## src/rtl/dmem_access_unit.sv

```systemverilog
`timescale 1ns/1ps
// Memory-stage load/store engine: req/gnt/rvalid handshake, byte-lane steering, load extension.
// Accept->RESP is 3 cycles (store) / 4 (load) at best; upstream is stalled through REQ and WAIT.
module dmem_access_unit #(
  parameter int unsigned TIMEOUT_CYCLES = 255
) (
  input  logic        clk,
  input  logic        reset_n,
  input  logic        ex_valid,
  input  logic [6:0]  ex_opcode,
  input  logic [2:0]  ex_funct3,
  input  logic [31:0] ex_addr,
  input  logic [31:0] ex_wdata,
  output logic        stall,
  output logic        mem_req,
  output logic        mem_we,
  output logic [31:0] mem_addr,
  output logic [3:0]  mem_wbe,
  output logic [31:0] mem_wdata,
  input  logic        mem_gnt,
  input  logic        mem_rvalid,
  input  logic [31:0] mem_rdata,
  output logic        wb_valid,
  output logic [31:0] wb_data,
  output logic        misaligned_exc,
  output logic        bus_err,
  output logic [31:0] exc_addr
);

  localparam logic [6:0] OP_LOAD  = 7'b0000011;
  localparam logic [6:0] OP_STORE = 7'b0100011;
  localparam bit         TO_EN    = (TIMEOUT_CYCLES != 0);
  localparam logic [7:0] TO_LIMIT = TO_EN ? 8'(TIMEOUT_CYCLES - 1) : 8'd0;

  typedef enum logic [1:0] {S_IDLE, S_REQ, S_WAIT, S_RESP} state_t;

  state_t      state;
  logic [7:0]  cnt;
  logic [31:0] lat_addr;
  logic [2:0]  lat_f3;
  logic        lat_load;

  logic        is_load, is_store, legal, aligned, accept, timeout_hit;
  logic [1:0]  off;
  logic [3:0]  wbe_c;
  logic [31:0] wdata_c, sh, ext;

  always_comb begin
    off      = ex_addr[1:0];
    is_load  = (ex_opcode == OP_LOAD);
    is_store = (ex_opcode == OP_STORE);
    legal    = 1'b0;
    if (is_load)
      legal = ex_funct3 inside {3'b000, 3'b001, 3'b010, 3'b100, 3'b101};
    else if (is_store)
      legal = ex_funct3 inside {3'b000, 3'b001, 3'b010};
    case (ex_funct3[1:0])
      2'b00:   aligned = 1'b1;
      2'b01:   aligned = (off != 2'b11);
      default: aligned = (off == 2'b00);
    endcase
    wbe_c   = 4'b0000;
    wdata_c = 32'd0;
    if (is_store) begin
      case (ex_funct3[1:0])
        2'b00:   wbe_c = 4'b0001 << off;
        2'b01:   wbe_c = 4'b0011 << off;
        default: wbe_c = 4'b1111;
      endcase
      wdata_c = ex_wdata << {off, 3'b000};
    end
  end

  assign accept         = (state == S_IDLE) && ex_valid && legal && aligned;
  assign misaligned_exc = (state == S_IDLE) && ex_valid && legal && !aligned;
  assign mem_req        = (state == S_REQ);
  assign stall          = accept || (state == S_REQ) || (state == S_WAIT);
  assign timeout_hit    = TO_EN && (cnt == TO_LIMIT);

  // Extraction uses the latched offset/size, never the live EX inputs.
  always_comb begin
    sh = mem_rdata >> {lat_addr[1:0], 3'b000};
    case (lat_f3)
      3'b000:  ext = {{24{sh[7]}}, sh[7:0]};
      3'b001:  ext = {{16{sh[15]}}, sh[15:0]};
      3'b100:  ext = {24'd0, sh[7:0]};
      3'b101:  ext = {16'd0, sh[15:0]};
      default: ext = sh;
    endcase
  end

  always_ff @(posedge clk or negedge reset_n) begin
    if (!reset_n) begin
      state     <= S_IDLE;
      cnt       <= 8'd0;
      lat_addr  <= 32'd0;
      lat_f3    <= 3'd0;
      lat_load  <= 1'b0;
      mem_we    <= 1'b0;
      mem_addr  <= 32'd0;
      mem_wbe   <= 4'd0;
      mem_wdata <= 32'd0;
      wb_valid  <= 1'b0;
      wb_data   <= 32'd0;
      bus_err   <= 1'b0;
      exc_addr  <= 32'd0;
    end else begin
      wb_valid <= 1'b0;
      bus_err  <= 1'b0;
      if (misaligned_exc)
        exc_addr <= ex_addr;
      case (state)
        S_IDLE: begin
          if (accept) begin
            lat_addr  <= ex_addr;
            lat_f3    <= ex_funct3;
            lat_load  <= is_load;
            mem_we    <= is_store;
            mem_addr  <= {ex_addr[31:2], 2'b00};
            mem_wbe   <= wbe_c;
            mem_wdata <= wdata_c;
            cnt       <= 8'd0;
            state     <= S_REQ;
          end
        end
        S_REQ: begin
          // A grant landing on the limit cycle still completes the access.
          if (mem_gnt) begin
            cnt   <= 8'd0;
            state <= lat_load ? S_WAIT : S_RESP;
          end else if (timeout_hit) begin
            bus_err  <= 1'b1;
            exc_addr <= lat_addr;
            state    <= S_RESP;
          end else begin
            cnt <= cnt + 8'd1;
          end
        end
        S_WAIT: begin
          if (mem_rvalid) begin
            wb_data  <= ext;
            wb_valid <= 1'b1;
            state    <= S_RESP;
          end else if (timeout_hit) begin
            bus_err  <= 1'b1;
            exc_addr <= lat_addr;
            state    <= S_RESP;
          end else begin
            cnt <= cnt + 8'd1;
          end
        end
        default: state <= S_IDLE;
      endcase
    end
  end

endmodule

```

## config.mk

```make
export PLATFORM = sky130hd
export DESIGN_NAME = dmem_access_unit
export DESIGN_NICKNAME = d
export VERILOG_FILES = /design/src/rtl/dmem_access_unit.sv
export SDC_FILE = /design/constraint.sdc
export NUM_CORES = 1
export LEC_CHECK = 0
export ABC_AREA = 1
export CAP_MARGIN = 20
export CORE_MARGIN = 2
export CORE_UTILIZATION = 48
export DETAILED_ROUTE_END_ITERATION = 8
export GPL_ROUTABILITY_DRIVEN = 0
export PLACE_DENSITY = 0.85
export REMOVE_ABC_BUFFERS = 1
export SYNTH_ARGS = -nofsm -noshare
export SYNTH_HDL_FRONTEND = slang
export SYNTH_SLANG_ARGS = --single-unit
```

## constraint.sdc

```tcl
create_clock -name clk -period 3 [get_ports clk]
set_clock_uncertainty 0.05 [all_clocks]
set_input_delay 0.9 -clock clk [delete_from_list [all_inputs] [get_ports clk]]
set_output_delay 0.9 -clock clk [all_outputs]
set_load 0.02 [all_outputs]
```

==> summary.md <==
| Metric | Value |
|---|---|
| Status | `complete, no violations` |
| Synth Area in Compound Gates | `12.2%` |
| Share of layout cells above drive strength 1 | `10.5%` |
| Crit Path Max Fanout | `3` |
| Die ar. | `0.0190 mm2` |
| Tightest Pin Transition | `0.811 ns` |
| Worst slew margin | `45.9%` |
| Die width | `138 um` |
| Pwr dens | `696 mW/mm2` |
| Post-route insts no fill | `1638` |
| Fill count | `1421` |
| # rows | `48` |
| DRT antenna net count | `0` |
| Initial antenna violation count | `0` |
| Cell taking the most area after synthesis | `dfrtp_1` |
| Post-synthesis sequential area ratio | `43.5%` |
| Final Max Slew Viols | `0` |
| Largest stage delay, worst path | `0.49 ns` |
| Post-synth top cells | `438 x nand2_1, 149 x dfrtp_1, 117 x inv_1, 101 x nand3_1, 85 x o21ai_0` |
| Via-to-Cell Ratio | `5.26` |
| Total gr overflow | `0` |
| RSZ-0062 raised after global routing | `false` |
| Minimum clock period | `2.96 ns` |
| Arrival @ worst endpoint | `2.01 ns` |
| Clock-pin slew on the worst setup and hold paths | `0.06 ns` |
| Post-synthesis cell count | `1184` |
| Post-synth EDFFs | `0` |
| Post-CTS Hold Buffers | `0` |
| Tot GR Track Use | `28.4%` |
| CTS tree | `yes` |
| Largest family of logic cells by synthesized area | `simple AND/OR/NAND/NOR gates` |
| PortBufs | `246` |
| Xor and xnor area share after synthesis | `0.102%` |
| First-pass GRT wire length | `41800 um` |
| Met1 usage | `36.4%` |
| # IOs | `249` |
| Warnings from Yosys | `0` |
| Pin count of the biggest net entering global routing | `61` |
| WL/cell | `16.1 um` |
| Buffers and inverters on the worst path | `3` |
| Worst EP required | `2.05 ns` |
| Post-Route WL | `26400 um` |
| Nets | `1518` |
| # Max-Cap Violations | `0` |
| Met2 Use GR | `45.8%` |
| Via count | `8624` |
| First-pass DRT Iterations | `6` |
| CP max-delay cell | `clkdlybuf4s50_1` |
| Clock Tree Root | `clkbuf_16` |
| Peak supply drop | `0.000658 V` |
| P_leak | `5.94 nW` |
| DRC violations left | `0` |
| H-tree level count | `4` |
| Worst skew pair latency | `0.42 ns` |
| Fmax | `337 MHz` |
| Netlist Area Pre-Place | `0.00858 mm2` |
| Top_reg_cell synth | `dfrtp_1` |
| Adder-Cell Fraction of Synth Area | `1.02%` |
| GR peak layer | `met2` |
| Final Hold Viols | `0` |
| Synthesis-to-layout area growth | `37.1%` |
| Async set or reset register ratio after synthesis | `100%` |
| Most frequent cell after synthesis | `nand2_1` |
| Synth top area cells | `dfrtp_1 43%, nand2_1 19%, nand3_1 5.9%` |
| CP endpoint kind | `primary output` |
| Share of the synthesized area in the top cell type | `43.5%` |
| CORE AREA | `0.0174 mm2` |
| TritonCTS buffer count | `17` |
| Initial DRC Count | `629` |
| Worst Hold Class | `in2async` |
| Placed Cells | `1603` |
| Total power | `8.19 mW` |
| CTS sink cnt | `149` |
| Post-DP HPWL | `18100 um` |
| Worst path top cell family by delay | `buffers and inverters` |
| Largest buffer count on any clock path | `2` |
| Final setup violation count | `0` |
| Register bit total from synthesis | `149` |
| Initial Utilization | `49.4%` |
| Post-synthesis mux area share | `0.117%` |
| DIE HEIGHT | `138 um` |
| Number of global-route vias before repair | `8250` |
| # diodes | `0` |
| Syn avg cell area | `7.25 um2` |
| Post-Synth Simple-Gate Area | `31.2%` |
| Crit Path Class | `in2out` |
| CP Launch Type | `input pin` |
| Synth unique cells | `41` |
| Met3 usage | `5.52%` |
| Fin crit share | `98.8%` |
| Crit path cell chain | `clkdlybuf4s50_1, nand2_2, a21oi_4, nand3_4, inv_4, buf_6` |
[layout by cell type, fill, tap and decap left out, types with 4 or more instances in the layout]
cell,synthesis,layout
dlygate4sd2_1,0,13
clkbuf_16,0,17
nor2_1,32,32
nand4_1,10,10
a21oi_1,30,29
o21ai_0,85,85
clkinvlp_4,0,4
clkdlybuf4s50_1,0,230
inv_2,10,10
nand2_1,438,433
inv_1,117,116
or2_2,23,23
dfrtp_1,149,149
buf_4,35,40
nor2_4,5,5
o211ai_1,7,7
a221oi_1,7,7
ha_1,7,7
nand3_1,101,100
nor3_1,5,5
o21ai_2,11,10
o311ai_0,7,7
o21ai_1,19,19
nand2_2,2,6
buf_12,0,4
[final timing paths]
kind	startpoint	end	slack, ns	cells after the start
max	ex_valid	misaligned_exc	0.04	6
min in group clk	mem_wdata[29]$_DFFE_PN0P_	mem_wdata[29]$_DFFE_PN0P_	0.43	2
min reg2reg	mem_wdata[29]$_DFFE_PN0P_	mem_wdata[29]$_DFFE_PN0P_	0.43	2
max reg2reg	state[0]$_DFFE_PN0P_	cnt[6]$_DFFE_PN0P_	0.46	12
max in group asynchronous	reset_n	exc_addr[4]$_DFF_PN0_	1.87	2
min	reset_n	bus_err$_DFF_PN0_	0.37	1
[layout make-up]
class	instances	area, um2	area share (%)
multi-input combinational	815	3870	32.9
clock inverter	11	101	0.862
inverter	127	479	4.08
sequential	149	3730	31.7
timing repair buffer	290	2830	24.1
clock buffer	21	470	4.00
tap	225	282	2.39
[logic make-up after synthesis]
| logic type | count (synthesis) |
|---|---|
| AND/OR/NAND/NOR | 626 |
| buffers and inverters | 221 |
| AO/OA/AOI/OAI | 178 |
| flip-flops | 149 |
| adder cells (fa/ha/maj) | 7 |
| other | 1 |
| XOR/XNOR | 1 |
| multiplexers | 1 |
[what timing repair did]
action	4_1_cts	5_1_grt
pin swaps	8	2
setup buffers	3	0
gates resized for setup	35	2
endpoints found under the setup margin	3	1
endpoints found under the hold margin	0	0
[worst register-to-register path, stage by stage (launching register included)]
cell,delay [ns]
dfrtp_1,0.42
inv_1,0.15
ha_1,0.28
nand2_2,0.10
a21oi_4,0.19
nand3_4,0.13
buf_4,0.16
buf_4,0.31
nand2_2,0.16
nand3_2,0.13
nor2_4,0.20
nand2_1,0.07
o21ai_0,0.09
[state kept, by name, summed over array words and instances, names as in the netlist]
signal,flops
exc_addr,32
bus_err,1
lat_load,1
wb_valid,1
lat_addr,32
wb_data,32
mem_we,1
mem_wbe,4
cnt,8
lat_f3,3
state,2
mem_wdata,32
[metrics by stage]
step	setup WS [ns]	utilization, %	instance area [um2]	TNS (ns)	hold slack (ns)
after floorplan	-0.538	-	8040	-1.33	0.404
after global placement	-0.628	64.2	11100	-5.64	0.412
after detailed placement	-0.694	64.2	11100	-9.71	0.415
after CTS	0.0329	67.7	11800	0	0.393
after global routing	0.00254	67.7	11800	0	0.408
final	0.0354	67.7	11800	0	0.367
[metal layers]
| layer | part of all wire (%) | vias up | wire length (um) |
|---|---|---|---|
| met3 | 7.5 | 84 | 1990 |
| met1 | 40 | 3971 | 10400 |
| met2 | 48 | 402 | 12600 |
| li1 | - | 4167 | - |
| met4 | 5.1 | 0 | 1350 |
| met5 | 0 | - | 0 |
[power by group]
part           total [mW]  internal, mW  switching, mW  leakage [nW]
clock                2.07          1.21          0.865         0.271
sequential           2.70          2.43          0.263          1.96
combinational        3.42          1.40           2.02          3.71
No activity file was read; power rests on OpenSTA's default activity.
